## config.mk

```make
export PLATFORM = sky130hd
export DESIGN_NAME = readback_scheduler
export DESIGN_NICKNAME = d
export VERILOG_FILES = /design/src/rtl/readback_scheduler_pkg.sv /design/src/rtl/rd_outstanding_ctr.sv /design/src/rtl/readback_scheduler.sv
export SDC_FILE = /design/constraint.sdc
export NUM_CORES = 1
export LEC_CHECK = 0
export CAP_MARGIN = 20
export CORE_AREA = 2 2 89 91
export CTS_BUF_LIST = sky130_fd_sc_hd__clkbuf_8
export DETAILED_ROUTE_END_ITERATION = 12
export DIE_AREA = 0 0 91 93
export PLACE_DENSITY_LB_ADDON = 0.2
export SLEW_MARGIN = 5
export SYNTH_ARGS = -nofsm -noshare
export SYNTH_HDL_FRONTEND = slang
export SYNTH_HIERARCHICAL = 1
export SYNTH_SLANG_ARGS = --single-unit
```

## constraint.sdc

```tcl
create_clock -name clk -period 16.3 [get_ports clk]
set_input_delay 3.26 -clock clk [delete_from_list [all_inputs] [get_ports clk]]
set_output_delay 3.26 -clock clk [all_outputs]
set_load 0.05 [all_outputs]
```

## src/rtl/readback_scheduler_pkg.sv

```systemverilog
// Shared types and constants for the readback admission scheduler.
// Mode encodings are common with readback_engine.
package readback_scheduler_pkg;

    typedef enum logic [2:0] {
        RbsIdle   = 3'd0,
        RbsCool   = 3'd1,
        RbsDrain  = 3'd2,
        RbsFlush  = 3'd3,
        RbsSwitch = 3'd4
    } rbs_state_e;

    typedef enum logic {
        PendFlush = 1'b0,
        PendMode  = 1'b1
    } rbs_pend_e;

    localparam logic ReadMode = 1'b0;
    localparam logic DiffMode = 1'b1;

    // Cycles spent in COOL after an admit; covers the engine's buffer_space update latency.
    localparam int unsigned RbsCoolCyc = 2;
    localparam int unsigned CoolCntW   = $clog2(RbsCoolCyc + 1);

endpackage

```

## src/rtl/rd_outstanding_ctr.sv

```systemverilog
// Saturating up/down counter of admitted-but-unreturned reads.
// A decrement that would go below zero holds at zero and sets a sticky underflow flag.
module rd_outstanding_ctr #(
    parameter int unsigned CNT_W = 12
) (
    input  logic             clk,
    input  logic             rst_n,
    input  logic [CNT_W-1:0] inc,
    input  logic             dec,
    output logic [CNT_W-1:0] count,
    output logic             underflow
);

    localparam logic [CNT_W:0] CntMax = {1'b0, {CNT_W{1'b1}}};

    logic [CNT_W-1:0] count_q, count_d;
    logic             underflow_q, underflow_d;
    logic [CNT_W:0]   sum;
    logic [CNT_W:0]   net;
    logic             dec_ok;

    always_comb begin
        sum         = {1'b0, count_q} + {1'b0, inc};
        dec_ok      = dec && (sum != '0);
        net         = sum - {{CNT_W{1'b0}}, dec_ok};
        underflow_d = underflow_q | (dec && (sum == '0));
        count_d     = (net > CntMax) ? {CNT_W{1'b1}} : net[CNT_W-1:0];
    end

    always_ff @(posedge clk or negedge rst_n) begin
        if (!rst_n) begin
            count_q     <= '0;
            underflow_q <= 1'b0;
        end else begin
            count_q     <= count_d;
            underflow_q <= underflow_d;
        end
    end

    assign count     = count_q;
    assign underflow = underflow_q;

endmodule

```

## src/rtl/readback_scheduler.sv

```systemverilog
// Admission controller in front of readback_engine: gates read sequences on buffer space and an
// outstanding-read limit, and orders flush / mode switch after all admitted reads have returned.
module readback_scheduler
    import readback_scheduler_pkg::*;
#(
    parameter int unsigned MAX_OUT = 1024,
    parameter int unsigned CNT_W   = 12
) (
    input  logic             clk,
    input  logic             rst_n,
    input  logic             req_valid,
    input  logic [CNT_W-1:0] req_reads,
    output logic             req_ready,
    input  logic [CNT_W-1:0] buffer_space,
    input  logic             user_rd_done,
    input  logic             flush_req,
    input  logic             mode_req,
    output logic             read_seq_incoming,
    output logic [CNT_W-1:0] incoming_reads,
    output logic             flush,
    output logic             switch_mode,
    output logic             mode,
    output logic [CNT_W-1:0] outstanding,
    output logic             busy,
    output logic [1:0]       err
);

    localparam logic [CNT_W:0] MaxOut = (CNT_W + 1)'(MAX_OUT);

    rbs_state_e            state_q;
    rbs_pend_e             pend_q;
    logic [CoolCntW-1:0]   cool_q;
    logic                  announce_q;
    logic [CNT_W-1:0]      incoming_q;
    logic                  flush_q;
    logic                  switch_q;
    logic                  mode_q;
    logic                  oversize_err_q;

    logic [CNT_W-1:0]      out_cnt;
    logic                  underflow;
    logic [CNT_W:0]        sum_out;
    logic                  take;
    logic                  is_zero;
    logic                  is_oversize;
    logic                  fits;
    logic                  admit;
    logic [CNT_W-1:0]      admit_cnt;

    // Zero-length and oversize sequences are consumed regardless of space; only real
    // admissions need both the buffer and the outstanding limit to hold the whole sequence.
    always_comb begin
        sum_out     = {1'b0, out_cnt} + {1'b0, req_reads};
        take        = (state_q == RbsIdle) && req_valid && !flush_req && !mode_req;
        is_zero     = (req_reads == '0);
        is_oversize = ({1'b0, req_reads} > MaxOut);
        fits        = (req_reads <= buffer_space) && (sum_out <= MaxOut);
        req_ready   = take && (is_zero || is_oversize || fits);
        admit       = take && !is_zero && !is_oversize && fits;
        admit_cnt   = admit ? req_reads : '0;
    end

    rd_outstanding_ctr #(
        .CNT_W (CNT_W)
    ) u_out_ctr (
        .clk       (clk),
        .rst_n     (rst_n),
        .inc       (admit_cnt),
        .dec       (user_rd_done),
        .count     (out_cnt),
        .underflow (underflow)
    );

    always_ff @(posedge clk or negedge rst_n) begin
        if (!rst_n) begin
            state_q        <= RbsIdle;
            pend_q         <= PendFlush;
            cool_q         <= '0;
            announce_q     <= 1'b0;
            incoming_q     <= '0;
            flush_q        <= 1'b0;
            switch_q       <= 1'b0;
            mode_q         <= ReadMode;
            oversize_err_q <= 1'b0;
        end else begin
            announce_q <= 1'b0;
            incoming_q <= '0;
            flush_q    <= 1'b0;
            switch_q   <= 1'b0;

            if (req_ready && is_oversize) begin
                oversize_err_q <= 1'b1;
            end

            unique case (state_q)
                RbsIdle: begin
                    if (flush_req) begin
                        pend_q  <= PendFlush;
                        state_q <= RbsDrain;
                    end else if (mode_req) begin
                        pend_q  <= PendMode;
                        state_q <= RbsDrain;
                    end else if (admit) begin
                        announce_q <= 1'b1;
                        incoming_q <= req_reads;
                        cool_q     <= CoolCntW'(RbsCoolCyc - 1);
                        state_q    <= RbsCool;
                    end
                end
                RbsCool: begin
                    if (cool_q == '0) begin
                        state_q <= RbsIdle;
                    end else begin
                        cool_q <= cool_q - 1'b1;
                    end
                end
                RbsDrain: begin
                    if (out_cnt == '0) begin
                        if (pend_q == PendFlush) begin
                            flush_q <= 1'b1;
                            state_q <= RbsFlush;
                        end else begin
                            switch_q <= 1'b1;
                            mode_q   <= ~mode_q;
                            state_q  <= RbsSwitch;
                        end
                    end
                end
                RbsFlush:  state_q <= RbsIdle;
                RbsSwitch: state_q <= RbsIdle;
                default:   state_q <= RbsIdle;
            endcase
        end
    end

    assign read_seq_incoming = announce_q;
    assign incoming_reads    = incoming_q;
    assign flush             = flush_q;
    assign switch_mode       = switch_q;
    assign mode              = mode_q;
    assign outstanding       = out_cnt;
    assign busy              = (state_q != RbsIdle) || (out_cnt != '0);
    assign err               = {oversize_err_q, underflow};

endmodule

```

==> impl_metrics.yaml, run 1 <==
outcome:
  status: "completed"
routing:
  drtPass1Iterations: 4
  vias: 3138
  drt-total-wl_um: 8970
  wl_per_cell_um: 16.4
  viasPerCell: 5.74
  first_iter_violations: 83
  postRouteAntennaNets: 0
  drcViolationCount: 0
critical_path:
  rrSetupSlack_ps: 9150
  cp_top_family: "compound AO/OA/AOI/OAI gates"
  path_buf_inv: 2
  required_ps: 16530
  path_class: "primary input to flop"
  worstPathMaxFanout: 25
  reg2reg_depth: 26
  rr_startpoint: "u_out_ctr/count[0]"
  end_kind: "flop"
  path_depth: 26
  crit_path_start: "req_reads[3]"
  arrival_ps: 10440
  r2r_end: "u_out_ctr/count[1]"
  cp-endpoint: "u_out_ctr/count[1]"
  startpoint_type: "primary input"
  slowest_stage: "and4_1"
  cp_common_cell: "ha_1"
  critPathMaxStageDelay_ps: 690
timing:
  rsz0062_at_grt: "no"
  setup_tns_ps: 0
  clock_skew_ps: 12.2
  hold_viol_final: 0
  worstMarginPinSlew_ps: 840
  fmax_ghz: 0.0979
  finalSetupViolations: 0
  min_period_ps: 10220
  period_share_pct: 62.7
  max-slew-margin-rel_pct: 44.0
  drv_slew: 0
cells_and_area:
  drive_gt1_share_pct: 11.9
  synthToLayoutAreaGrowth_pct: 19.4
  nNetsFinal: 515
  design_area_um2: 4340
  final_util_pct: 57.7
  fillCellCount: 701
  diodes: 0
logic_synthesis:
  async_flop_share_pct: 100
  syn_inst: 390
  syn_area_um2: 3630
  synth-seq-area-share_pct: 24.8
  avgSynthCellArea_um2: 9.32
  synth_top_flop_cell: "dfrtp_1"
  yosysUniqueCellTypes: 83
  yosysWarnings: 6
  ys_ff_latch: 36
  synth_edf_count: 0
power_and_ir_drop:
  power_density_nw_per_um2: 76.3
  peakVddDrop_v: 0.0000608
  p_leak_uw: 0.00183
clock_network:
  clk_pin_slew_ps: 80
  cts-buffers-inserted: 5
  ctsResizeCount: 0
  worstSkewPairLatency_ps: 300
  cts_buffer_depth: 2
  cts_setup_buffers: 0
  cts_tree: "built"
  cts.sink_count: 36
  cts_max_level: 2
  root_buffer: "clkbuf_8"
  holdBufCountCts: 0
placed_design:
  place_hpwl_um: 7020
  placed_cell_area_um2: 4250
  place_congestion: 0.821
  io_buffers: 61
floorplan:
  num_rows: 32
  start_util_pct: 48.3
  ios: 62
  die_x_um: 91
  core_um2: 7530
  die_h_um: 93
  die-area_um2: 8460
global_routing:
  track_usage_pct: 21.3
  grt_max_degree: 37
  gr-total-overflow: 0
  grt_pass1_wl_um: 14500
  grt_pass1_vias: 3031
  antenna_found_initial: 0
min_path:
  hp-class: "flop to flop"
  min_from: "oversize_err_q"
flow_run:
  drv_cap: 0
## placed cells by master (no fill, tap or decap), drive strengths merged, types with 12 or more instances in the layout
master | netlist | final
o21ai | 12 | 12
nor2 | 28 | 28
ha | 39 | 39
a21oi | 22 | 22
nand3 | 25 | 25
inv | 25 | 26
and2 | 22 | 22
nand2 | 17 | 17
dfrtp | 36 | 36
clkdlybuf4s50 | 0 | 60
## per-stage QoR
| stage | hold WS (ps) | power [uW] | cells | worst slack [ps] |
|---|---|---|---|---|
| 2_1_floorplan | 429 | 214 | 391 | 7290 |
| 3_3_place_gp | 445 | 258 | 539 | 6010 |
| 3_5_place_dp | 445 | 261 | 539 | 5750 |
| 4_1_cts | 465 | 333 | 547 | 6050 |
| 5_1_grt | 475 | 351 | 547 | 5580 |
| 6_report | 464 | 331 | 547 | 6080 |
## power by group
group / leakage [uW] / internal, uW / switching [uW]
logic: 0.00135 / 59.3 / 94.8
registers: 0.000439 / 95.8 / 10.1
clock network: 0.0000486 / 33.8 / 37.4
total: 0.00183 / 189 / 142
## state kept, by name, indices dropped and copies added (netlist names)
name	count
state_q	3
mode	1
cool_q	2
u_out_ctr/underflow	1
pend_q	1
u_out_ctr/count	12
read_seq_incoming	1
oversize_err_q	1
incoming_reads	12
switch_mode	1
flush	1
## synthesized netlist by cell type (4+ instances only)
| master | instances | share of area (%) |
|---|---|---|
| nand4_1 | 7 | 1.2 |
| a31oi_1 | 7 | 1.2 |
| nor2_1 | 26 | 2.7 |
| or3_1 | 5 | 0.86 |
| nand3_1 | 19 | 2.6 |
| nor4_1 | 6 | 1.0 |
| nand2_1 | 17 | 1.8 |
| o21a_1 | 6 | 1.2 |
| o21ai_0 | 8 | 1.1 |
| nand3_2 | 5 | 1.4 |
| o211a_1 | 4 | 1.1 |
| dfrtp_1 | 36 | 25 |
| xnor2_1 | 9 | 2.2 |
| buf_4 | 5 | 1.0 |
| nor2b_1 | 4 | 0.69 |
| inv_1 | 25 | 2.6 |
| a21o_1 | 10 | 2.1 |
| ha_1 | 39 | 13 |
| and3_1 | 5 | 0.86 |
| a21oi_1 | 16 | 2.2 |
| and2_1 | 22 | 3.8 |
| xor2_1 | 9 | 2.2 |
| or2_2 | 4 | 0.69 |
| mux2i_1 | 4 | 1.1 |
| nor3_1 | 6 | 0.83 |
| a211oi_1 | 5 | 1.0 |
| buf_6 | 5 | 1.5 |
## how the worst min path moves through the flow
stage | to | slack, ps | cells past startpoint
after floorplan | oversize_err_q | 430 | 1
after global routing | oversize_err_q | 480 | 1
after global placement | oversize_err_q | 440 | 1
after detailed placement | oversize_err_q | 440 | 1
after CTS | oversize_err_q | 460 | 1
final | oversize_err_q | 460 | 1
## layer usage
layer  routed length, um  vias up  global-route usage [%]  part of all wire [%]
li1                    -     1554                       -                     -
met1                3970     1498                    26.4                    44
met2                4450       74                    38.3                    50
met3                 403       12                    3.46                   4.5
met4                 148        0                    6.31                   1.6
met5                   0        -                       0                     0
## cell type report
| type | instances | area [um^2] | area share [%] |
|---|---|---|---|
| Multi-Input combinational cell | 315 | 2520 | 58.0 |
| Sequential cell | 36 | 901 | 20.8 |
| Timing Repair Buffer | 61 | 606 | 14.0 |
| Tap cell | 102 | 128 | 2.94 |
| Inverter | 25 | 93.8 | 2.16 |
| Clock buffer | 6 | 82.6 | 1.90 |
| Clock inverter | 2 | 11.3 | 0.259 |
## logic make-up after synthesis
group	after synthesis	synth area share, %
simple gates	142	22.7
compound gates	107	25.7
fa+ha+maj	41	14.5
buf+inv	40	6.02
flops	36	24.8
xor+xnor	19	5.10
mux	4	1.10
other cells	1	0.103
No activity file was read; power rests on OpenSTA's default activity.
==> run 2, diff against run 1 <==
Clock period 16.3 ns to 9.59 ns, I/O delays scaled along.
==> run 2 against run 1 <==
  * Critical path depth increased by 1
  * Sequential power increased by 71%
  * Die area unchanged
  * Routed wire length increased by 1.1%
  * Design area increased by 0.17%
  * First-iteration DRC count increased by 42%
  * Largest cell class unchanged
==> impl_metrics.yaml, run 2 (synthesis results as in run 1) <==
global_routing:
  met1_usage_pct: 28.5
  gr-total-overflow: 0
  use_met2_pct: 39.0
  grt_pass1_wl_um: 15100
  grt_use_met3_pct: 3.55
  track_usage_pct: 22.0
  grt_max_degree: 37
  antenna_found_initial: 0
  busiest_layer: "met2"
  grt_pass1_vias: 3079
routing:
  postRouteAntennaNets: 0
  drtPass1Iterations: 4
  first_iter_violations: 118
  wl_per_cell_um: 16.5
  viasPerCell: 5.69
  vias: 3118
  drt-total-wl_um: 9070
  drcViolationCount: 0
cells_and_area:
  multi_input_area_um2: 2520
  final_cell_mix: "clkdlybuf4s50_1 (60), ha_1 (39), dfrtp_1 (36)"
  fillCellCount: 722
  drive_gt1_share_pct: 12.1
  synthToLayoutAreaGrowth_pct: 19.6
  final_util_pct: 57.8
  seqCellArea_um2: 901
  diodes: 0
  nNetsFinal: 516
  fin_cells: 548
  final_common_cell: "clkdlybuf4s50_1"
critical_path:
  slowest_stage: "a31oi_1"
  worstPathMaxFanout: 9
  end_kind: "flop"
  cp_common_cell: "ha_1"
  path_class: "primary input to flop"
  r2r_end: "u_out_ctr/count[0]"
  critPathMaxStageDelay_ps: 530
  reg2reg_depth: 26
  startpoint_type: "primary input"
  cp_top_family: "compound AO/OA/AOI/OAI gates"
  path_buf_inv: 2
  required_ps: 9810
  rr_startpoint: "u_out_ctr/count[0]"
  rrSetupSlack_ps: 2800
  arrival_ps: 8740
floorplan:
  num_rows: 32
  ios: 62
  start_util_pct: 48.3
  die_x_um: 91
  die-area_um2: 8460
  core_um2: 7530
  die_h_um: 93
outcome:
  status: "completed"
clock_network:
  ctsResizeCount: 0
  cts_setup_buffers: 0
  cts.sink_count: 36
  root_buffer: "clkbuf_8"
  cts_buffer_depth: 2
  clk_pin_slew_ps: 70
  cts-buffers-inserted: 5
  holdBufCountCts: 0
  worstSkewPairLatency_ps: 300
  cts_max_level: 2
  cts_tree: "built"
timing:
  drv_slew: 0
  rsz0062_at_grt: "no"
  hold_viol_final: 0
  max-slew-margin-rel_pct: 42.2
  fmax_ghz: 0.117
  finalSetupViolations: 0
  setup_tns_ps: 0
  worstMarginPinSlew_ps: 868
  holdWs_ps: 467
  min_period_ps: 8510
  period_share_pct: 88.8
  clock_skew_ps: 12.4
min_path:
  whs_path_depth: 1
  hp-class: "flop to flop"
  min_from: "mode"
  holdPathEnd: "mode"
placed_design:
  io_buffers: 61
  place_hpwl_um: 7100
  post-place-cells: 540
  place_congestion: 0.849
power_and_ir_drop:
  power_density_nw_per_um2: 129
  p_total_uw: 562
  p_leak_uw: 0.00184
  peakVddDrop_v: 0.000103
flow_run:
  drv_cap: 0
run 2: changes by cell type in the layout (fill, tap and decap cells not counted), sizes merged:
cell	delta
buf	+1
run 2: area by class of cell:
type / instances / share of cell area [%]
clock buffer: 6 / 1.90
clock inverter: 2 / 0.259
inverter: 25 / 2.16
multi-input combinational: 315 / 57.9
sequential: 36 / 20.7
tap: 102 / 2.94
timing repair buffer: 62 / 14.1
run 2: how the worst max path moves through the flow:
stage / from / slack [ps] / cells past startpoint / endpoint
4_1_cts: req_reads[1] / 1080 / 26 / u_out_ctr/count[0]
3_5_place_dp: req_reads[1] / 750 / 26 / u_out_ctr/count[0]
6_report: req_reads[0] / 1080 / 27 / u_out_ctr/count[0]
2_1_floorplan: req_reads[3] / 1920 / 28 / u_out_ctr/count[0]
5_1_grt: req_reads[1] / 440 / 26 / u_out_ctr/count[1]
3_3_place_gp: req_reads[0] / 950 / 27 / u_out_ctr/count[1]
run 2: per-stage QoR:
stage | setup WS (ps) | area, um^2
after CTS | 1080 | 4350
after global routing | 442 | 4350
final | 1080 | 4350
after global placement | 947 | 4250
after floorplan | 1920 | 3640
after detailed placement | 752 | 4250
run 2: metal layers:
layer / part of all wire (%) / vias up
met4: 0.56 / 0
met3: 3.4 / 5
li1: - / 1552
met2: 50 / 55
met5: 0 / -
met1: 46 / 1506
run 2: report_power, final:
| group | switching, uW | total [uW] | internal, uW |
|---|---|---|---|
| Clock | 62.6 | 120 | 57.5 |
| Sequential | 17.9 | 181 | 163 |
| Combinational | 160 | 261 | 101 |
| Total | 241 | 562 | 321 |
==> run 3, diff against run 2 <==
Settings changed: ABC_CLOCK_PERIOD_IN_PS set to 9590, MAX_ROUTING_LAYER set to met4.
==> run 3 against run 2 <==
  * Register-to-register slack about the same
  * Fmax is 0.18% higher
  * Flip-flop and latch count unchanged
  * Via count up 0.61%
  * Die area did not move
  * Worst hold slack worse by 2.7 ps
  * Clock power about the same
  * Utilization did not move
  * Critical endpoint is now u_out_ctr/count[1]
  * Largest power group unchanged
==> impl_metrics.yaml, run 3 (synthesis results as in run 1) <==
critical_path:
  reg2reg_depth: 26
  end_kind: "flop"
  arrival_ps: 8720
  required_ps: 9810
  startpoint_type: "primary input"
  worstPathMaxFanout: 9
  path_class: "primary input to flop"
routing:
  drtPass1Iterations: 4
  postRouteAntennaNets: 0
  viasPerCell: 5.72
  wl_per_cell_um: 16.6
  drcViolationCount: 0
  vias: 3137
  drt-total-wl_um: 9080
  first_iter_violations: 86
power_and_ir_drop:
  power_density_nw_per_um2: 129
  p_leak_uw: 0.00184
  peakVddDrop_v: 0.0000802
global_routing:
  track_usage_pct: 22.6
  grt_max_degree: 37
  gr-total-overflow: 0
  grt_pass1_vias: 3070
  grt_pass1_wl_um: 15000
  antenna_found_initial: 0
placed_design:
  place_congestion: 0.834
  place_hpwl_um: 7190
  io_buffers: 61
timing:
  setup_tns_ps: 0
  fmax_ghz: 0.118
  worstMarginPinSlew_ps: 871
  finalSetupViolations: 0
  drv_slew: 0
  period_share_pct: 88.6
  max-slew-margin-rel_pct: 41.9
  hold_viol_final: 0
  clock_skew_ps: 11.7
  min_period_ps: 8500
  rsz0062_at_grt: "no"
cells_and_area:
  final_cell_mix: "clkdlybuf4s50_1 (60), ha_1 (39), dfrtp_1 (36)"
  fillCellCount: 713
  multi_input_area_um2: 2520
  seqCellArea_um2: 901
  drive_gt1_share_pct: 12.1
  nNetsFinal: 516
  final_util_pct: 57.8
  synthToLayoutAreaGrowth_pct: 19.6
  diodes: 0
  final_common_cell: "clkdlybuf4s50_1"
floorplan:
  die_x_um: 91
  ios: 62
  die-area_um2: 8460
  num_rows: 32
  core_um2: 7530
  die_h_um: 93
  start_util_pct: 48.3
clock_network:
  cts-buffers-inserted: 5
  cts_tree: "built"
  cts_setup_buffers: 0
  cts_buffer_depth: 2
  ctsResizeCount: 0
  cts.sink_count: 36
  clk_pin_slew_ps: 70
  cts_max_level: 2
  worstSkewPairLatency_ps: 300
  holdBufCountCts: 0
  root_buffer: "clkbuf_8"
outcome:
  status: "completed"
min_path:
  hp-class: "flop to flop"
  whs_path_depth: 1
flow_run:
  drv_cap: 0
run 3: layout make-up:
class                           count  share of cell area [%]
Tap cell                          102                    2.94
Clock buffer                        6                    1.90
Timing Repair Buffer               62                    14.1
Clock inverter                      2                   0.259
Multi-Input combinational cell    315                    57.9
Sequential cell                    36                    20.7
Inverter                           25                    2.16
run 3: layer usage:
layer | up-vias | part of all wire [%] | GRT usage (%)
li1 | 1559 | - | -
met1 | 1493 | 44 | 28.0
met2 | 77 | 50 | 38.7
met3 | 8 | 4.4 | 3.38
met4 | 0 | 1.1 | 6.31
met5 | - | 0 | -
run 3: path summary, 6_finish.rpt:
path	startpoint	to	slack (ps)
hold / removal	mode	mode	460
setup / recovery	req_reads[1]	u_out_ctr/count[1]	1090
setup reg to reg	u_out_ctr/count[0]	u_out_ctr/count[1]	2800
max in group asynchronous	rst_n	u_out_ctr/count[2]	7300
min in group asynchronous	rst_n	incoming_reads[9]	1720
hold reg to reg	mode	mode	460
run 3: power by group:
part	internal, uW	total (uW)	switching, uW
clock network	57.4	119	61.3
registers	163	181	17.8
logic	101	261	160
run 3: per-stage QoR:
step | setup slack, ps | instances | instance area, um^2 | total power (uW) | hold WS, ps
after floorplan | 1920 | 391 | 3640 | 364 | 429
after global placement | 930 | 540 | 4250 | 439 | 446
after detailed placement | 794 | 540 | 4250 | 444 | 447
after CTS | 1110 | 548 | 4350 | 564 | 467
after global routing | 552 | 548 | 4350 | 596 | 478
final | 1090 | 548 | 4350 | 560 | 465
run 3: critical path, cell delays in order:
cell and delay (ps):
clkdlybuf4s50_1 620, ha_1 280, a21o_1 170, and4_1 240
o2111ai_1 340, a31oi_1 160, mux2i_1 150, a2111oi_2 430
and4_1 410, and2_1 200, ha_1 230, inv_1 70
fa_1 420, nand2b_1 250, a21oi_4 240, o2111ai_1 150
a31oi_1 540, nor2_1 160, a31oi_1 200, ha_1 190
ha_1 200, o211ai_2 170, a21oi_4 250, nand3_4 120
or4_4 510, nand3_1 120
==> RTL edit 1: new RTL, flow settings as in run 3 <==
Register the output `err`; this adds one clock of latency there. The other outputs are not delayed to match.
--- a/src/rtl/readback_scheduler.sv
+++ b/src/rtl/readback_scheduler.sv
@@ -140,7 +140,9 @@
     assign mode              = mode_q;
     assign outstanding       = out_cnt;
     assign busy              = (state_q != RbsIdle) || (out_cnt != '0);
-    assign err               = {oversize_err_q, underflow};
+    always_ff @(posedge clk) begin
+        err <= {oversize_err_q, underflow};
+    end
 
 endmodule
 
Check against the original RTL: not equivalent (a bounded check fails within 4 cycles, from zero or initial values and one cycle with rst_n low).
==> RTL edit 1 against run 3 <==
- sequential cell count increased by 2
- worst hold slack got worse by 79 ps
- synthesized area increased by 0.72%
- total power increased by 11%
- setup slack improved by 150 ps
- routed wire length increased by 2.4%
- via count increased by 0.67%
- cell area increased by 2.3%
- critical path type unchanged
- largest cell class unchanged
==> RTL edit 1: results (changes against run 3) <==
Parameter                              Value

STA
  Time the worst path needs with I/O delays and setup ... 8350 ps (was 8500 ps)
  Relative max-transition margin ... 43.2% (was 41.9%)
  Worst setup skew after layout ... 17.0 ps (was 11.7 ps)

Critical path
  Data arrival time of the worst path ... 8580 ps (was 8720 ps)
  Worst-path cell with the longest stage delay ... sky130_fd_sc_hd__or4_4 (was sky130_fd_sc_hd__clkdlybuf4s50_1)
  Slowest Stage Delay on Critical Path ... 510 ps (was 620 ps)
  Family with the most delay on the worst path ... simple AND/OR/NAND/NOR gates (was compound AO/OA/AOI/OAI gates)

Hold path
  Worst hold path startpoint ... oversize_err_q$_DFFE_PN0P_ (was mode$_DFFE_PN0P_)
  Worst Hold Path EP ... err[1]$_DFF_P_ (was mode$_DFFE_PN0P_)

Route
  Via Count ... 3158 (was 3137)
  Total routed wirelength ... 9.30 mm (was 9.08 mm)
  Number of DRC markers after the initial detailed-route iteration ... 100 (was 86)

Run status
  Result of the run ... finished clean (unchanged)

Yosys
  Synth top cells by count ... sky130_fd_sc_hd__ha_1 (39), sky130_fd_sc_hd__dfrtp_1 (36), sky130_fd_sc_hd__nor2_1 (26), sky130_fd_sc_hd__inv_1 (23), sky130_fd_sc_hd__and2_1 (21) (was sky130_fd_sc_hd__ha_1 (39), sky130_fd_sc_hd__dfrtp_1 (36), sky130_fd_sc_hd__nor2_1 (26), sky130_fd_sc_hd__inv_1 (25), sky130_fd_sc_hd__and2_1 (22))
  Unique masters post-synth ... 85 (was 83)
  Async set-or-reset flop fraction in the synthesized netlist ... 94.7% (was 100%)

GRT
  Global-route wire length before repair ... 14.7 mm (was 15.0 mm)
  Gr usage total ... 22.7% (was 22.6%)

Placement
  Gpl congestion ... 0.932 (was 0.834)
  Pre-CTS setup slack ... 982 ps (was 794 ps)
  Standard cell area after detailed placement ... 4310 um2 (was 4250 um2)
  Detailed placement HPWL ... 7.30 mm (was 7.19 mm)

Power
  IR Drop Worst-Case VDD ... 0.0000783 V (was 0.0000802 V)
  Leakage power total ... 1.86 nW (was 1.84 nW)

Finish
  Net total in the final layout ... 518 (was 516)
RTL edit 1: cell count changes after synthesis, sizes merged, moves of 2 or more:
cell / delta
inv: -2
nand4: -2
a21oi: -3
o211a: -2
dfxtp: +2
nor3: +2
a2111oi: -2
a21o: -5
buf: -3
nor4: +3
xnor2: -2
xor2: +7
RTL edit 1: logic make-up (layout without fill, tap and decap cells):
kind of cell / after synthesis / after routing / share of synthesized area [%]
AND/OR/NAND/NOR: 148 / 148 / 23.9
AO/OA/AOI/OAI: 97 / 97 / 23.4
adder cells (fa/ha/maj): 41 / 41 / 14.4
flip-flops: 38 / 38 / 25.7
buffers and inverters: 35 / 94 / 5.16
XOR/XNOR: 24 / 24 / 6.25
multiplexers: 4 / 4 / 1.09
other: 1 / 2 / 0.102
RTL edit 1: worst max path at each step:
stage / from / to
floorplan: req_reads[0] / u_out_ctr/count[0]$_DFF_PN0_
global placement: req_reads[1] / u_out_ctr/count[0]$_DFF_PN0_
detailed placement: req_reads[0] / u_out_ctr/count[0]$_DFF_PN0_
CTS: req_reads[0] / u_out_ctr/count[0]$_DFF_PN0_
global route: req_reads[0] / u_out_ctr/count[0]$_DFF_PN0_
finish: req_reads[0] / u_out_ctr/count[0]$_DFF_PN0_
RTL edit 1: report_power, final:
part	internal (W)	total, W	leakage (nW)	switching, W
combinational	0.000102	0.000263	1.35	0.000161
sequential	0.000172	0.000191	0.450	0.0000189
clock	0.000104	0.000171	0.0683	0.0000665
RTL edit 1: per-layer routing:
metal,vias to the layer above,track usage [%],share of wire (%)
met3,9,3.38,4.1
met2,82,39.5,50
met1,1509,28.2,45
li1,1558,-,-
met4,0,5.43,1.2
met5,-,-,0
RTL edit 1: final cells by class:
cell class                 instances  area share (%)
sequential                        38            21.2
tap                              102            2.87
clock inverter                     3            1.55
timing repair buffer              63            14.0
inverter                          23            1.94
multi-input combinational        316            57.0
clock buffer                       5            1.55
RTL edit 1: through the flow:
stage,hold WS [ps],instances
finish,385,550
global placement,365,542
CTS,384,550
detailed placement,367,542
global route,396,550
floorplan,349,389
==> RTL edit 2: new RTL, config.mk and constraints of run 3 <==
Made on the original files. `MAX_OUT`: 1024 -> 512.
--- a/src/rtl/readback_scheduler.sv
+++ b/src/rtl/readback_scheduler.sv
@@ -3,7 +3,7 @@
 module readback_scheduler
     import readback_scheduler_pkg::*;
 #(
-    parameter int unsigned MAX_OUT = 1024,
+    parameter int unsigned MAX_OUT = 512,
     parameter int unsigned CNT_W   = 12
 ) (
     input  logic             clk,
Formal check against the unedited RTL: not equivalent (Yosys sat finds a counterexample within 4 cycles, from zero or initial values and one cycle with rst_n low).
==> RTL edit 2 against run 3 <==
- total power is 0.24% higher
- die area stayed put
- setup slack worse by 79 ps
- synthesized area is 0.62% higher
- highest routed layer unchanged
- cell area is 0.35% higher
- via count is 1.2% higher
- routed wire length is 1.7% lower
- combinational power is 4% higher
- core utilization is 0.20 points higher
- sequential cell count stayed put
- critical path type unchanged
==> RTL edit 2: results (changes against run 3) <==
Parameter                              Value

Run status
  Result of the run ... finished clean (unchanged)

Route
  Routed len/inst ... 16.2 um (was 16.6 um)
  Via Count ... 3175 (was 3137)
  Number of DRC markers after the initial detailed-route iteration ... 82 (was 86)

Finish
  Number of filler instances in the final layout ... 686 (was 713)
  Fraction of layout cells with a size suffix above 1 ... 12.2% (was 12.1%)
  Filler-free cell count of the finished design ... 552 (was 548)

Placement
  Gpl congestion ... 0.933 (was 0.834)
  Detailed placement HPWL ... 7.10 mm (was 7.19 mm)

Critical path
  Slowest Stage Delay on Critical Path ... 520 ps (was 620 ps)
  Start point of the critical path ... req_reads[0] (was req_reads[1])
  Maximum net fanout on the critical path ... 22 (was 9)
  Worst R2R Setup Slack ... 2730 ps (was 2800 ps)
  Number of cells on the worst reg-to-reg path ... 25 (was 26)
  Worst-path cell with the longest stage delay ... sky130_fd_sc_hd__a31oi_1 (was sky130_fd_sc_hd__clkdlybuf4s50_1)
  Data arrival time of the worst path ... 8800 ps (was 8720 ps)

Yosys
  Sequential fraction of the synthesis area ... 24.6% (was 24.8%)
  Synth top cells by count ... sky130_fd_sc_hd__ha_1 (39), sky130_fd_sc_hd__dfrtp_1 (36), sky130_fd_sc_hd__nor2_1 (24), sky130_fd_sc_hd__inv_1 (23), sky130_fd_sc_hd__a21oi_1 (21) (was sky130_fd_sc_hd__ha_1 (39), sky130_fd_sc_hd__dfrtp_1 (36), sky130_fd_sc_hd__nor2_1 (26), sky130_fd_sc_hd__inv_1 (25), sky130_fd_sc_hd__and2_1 (22))
  Unique masters post-synth ... 85 (was 83)

GRT
  Number of global-route vias before repair ... 3037 (was 3070)
  Gr usage total ... 22.0% (was 22.6%)

Power
  Leakage power total ... 1.80 nW (was 1.84 nW)
  Total combinational power ... 0.000271 W (was 0.000261 W)
  Cell-internal power ... 0.000322 W (was 0.000321 W)
  IR Drop Worst-Case VDD ... 0.0000542 V (was 0.0000802 V)

STA
  Worst setup skew after layout ... 9.58 ps (was 11.7 ps)
  Tcrit/Tclk final ... 89.4% (was 88.6%)
  Relative max-transition margin ... 47.3% (was 41.9%)
  Final worst hold slack ... 466 ps (was 465 ps)
[RTL edit 2: changes by cell type after synthesis, sizes merged, moves of 3 or more]
cell	before	now
a31oi	8	5
a2111oi	3	0
a21oi	22	26
xor2	10	13
o211ai	3	7
a21o	11	8
[RTL edit 2: area by class of cell]
cell class | count | share of cell area (%)
Inverter | 23 | 1.98
Timing Repair Buffer | 61 | 13.9
Clock buffer | 6 | 1.89
Multi-Input combinational cell | 322 | 58.4
Clock inverter | 2 | 0.258
Tap cell | 102 | 2.93
Sequential cell | 36 | 20.6
[RTL edit 2: stage by stage]
stage	total power, W	area [um2]	setup WS [ps]
global placement	0.000446	4270	906
finish	0.000562	4360	1010
CTS	0.000563	4360	1020
detailed placement	0.000450	4270	710
floorplan	0.000370	3670	1860
global route	0.000598	4360	635
[RTL edit 2: kinds of logic after synthesis]
group / share of synthesized area, %
AOI/OAI and AO/OA: 25.0
xor gates and xnor gates: 5.54
adders and majority gates: 14.4
buffers and inverters: 5.99
DFF: 24.6
muxes: 0.821
other: 0.103
and+or+nand+nor: 23.4
[RTL edit 2: metal layers]
| metal | wire length [um] | share of wire (%) | up-vias | track usage [%] |
|---|---|---|---|---|
| met5 | 0 | 0 | - | - |
| met2 | 4490 | 50 | 70 | 38.0 |
| met3 | 366 | 4.1 | 7 | 3.38 |
| met4 | 109 | 1.2 | 0 | 4.80 |
| li1 | - | - | 1578 | - |
| met1 | 3960 | 44 | 1520 | 27.4 |
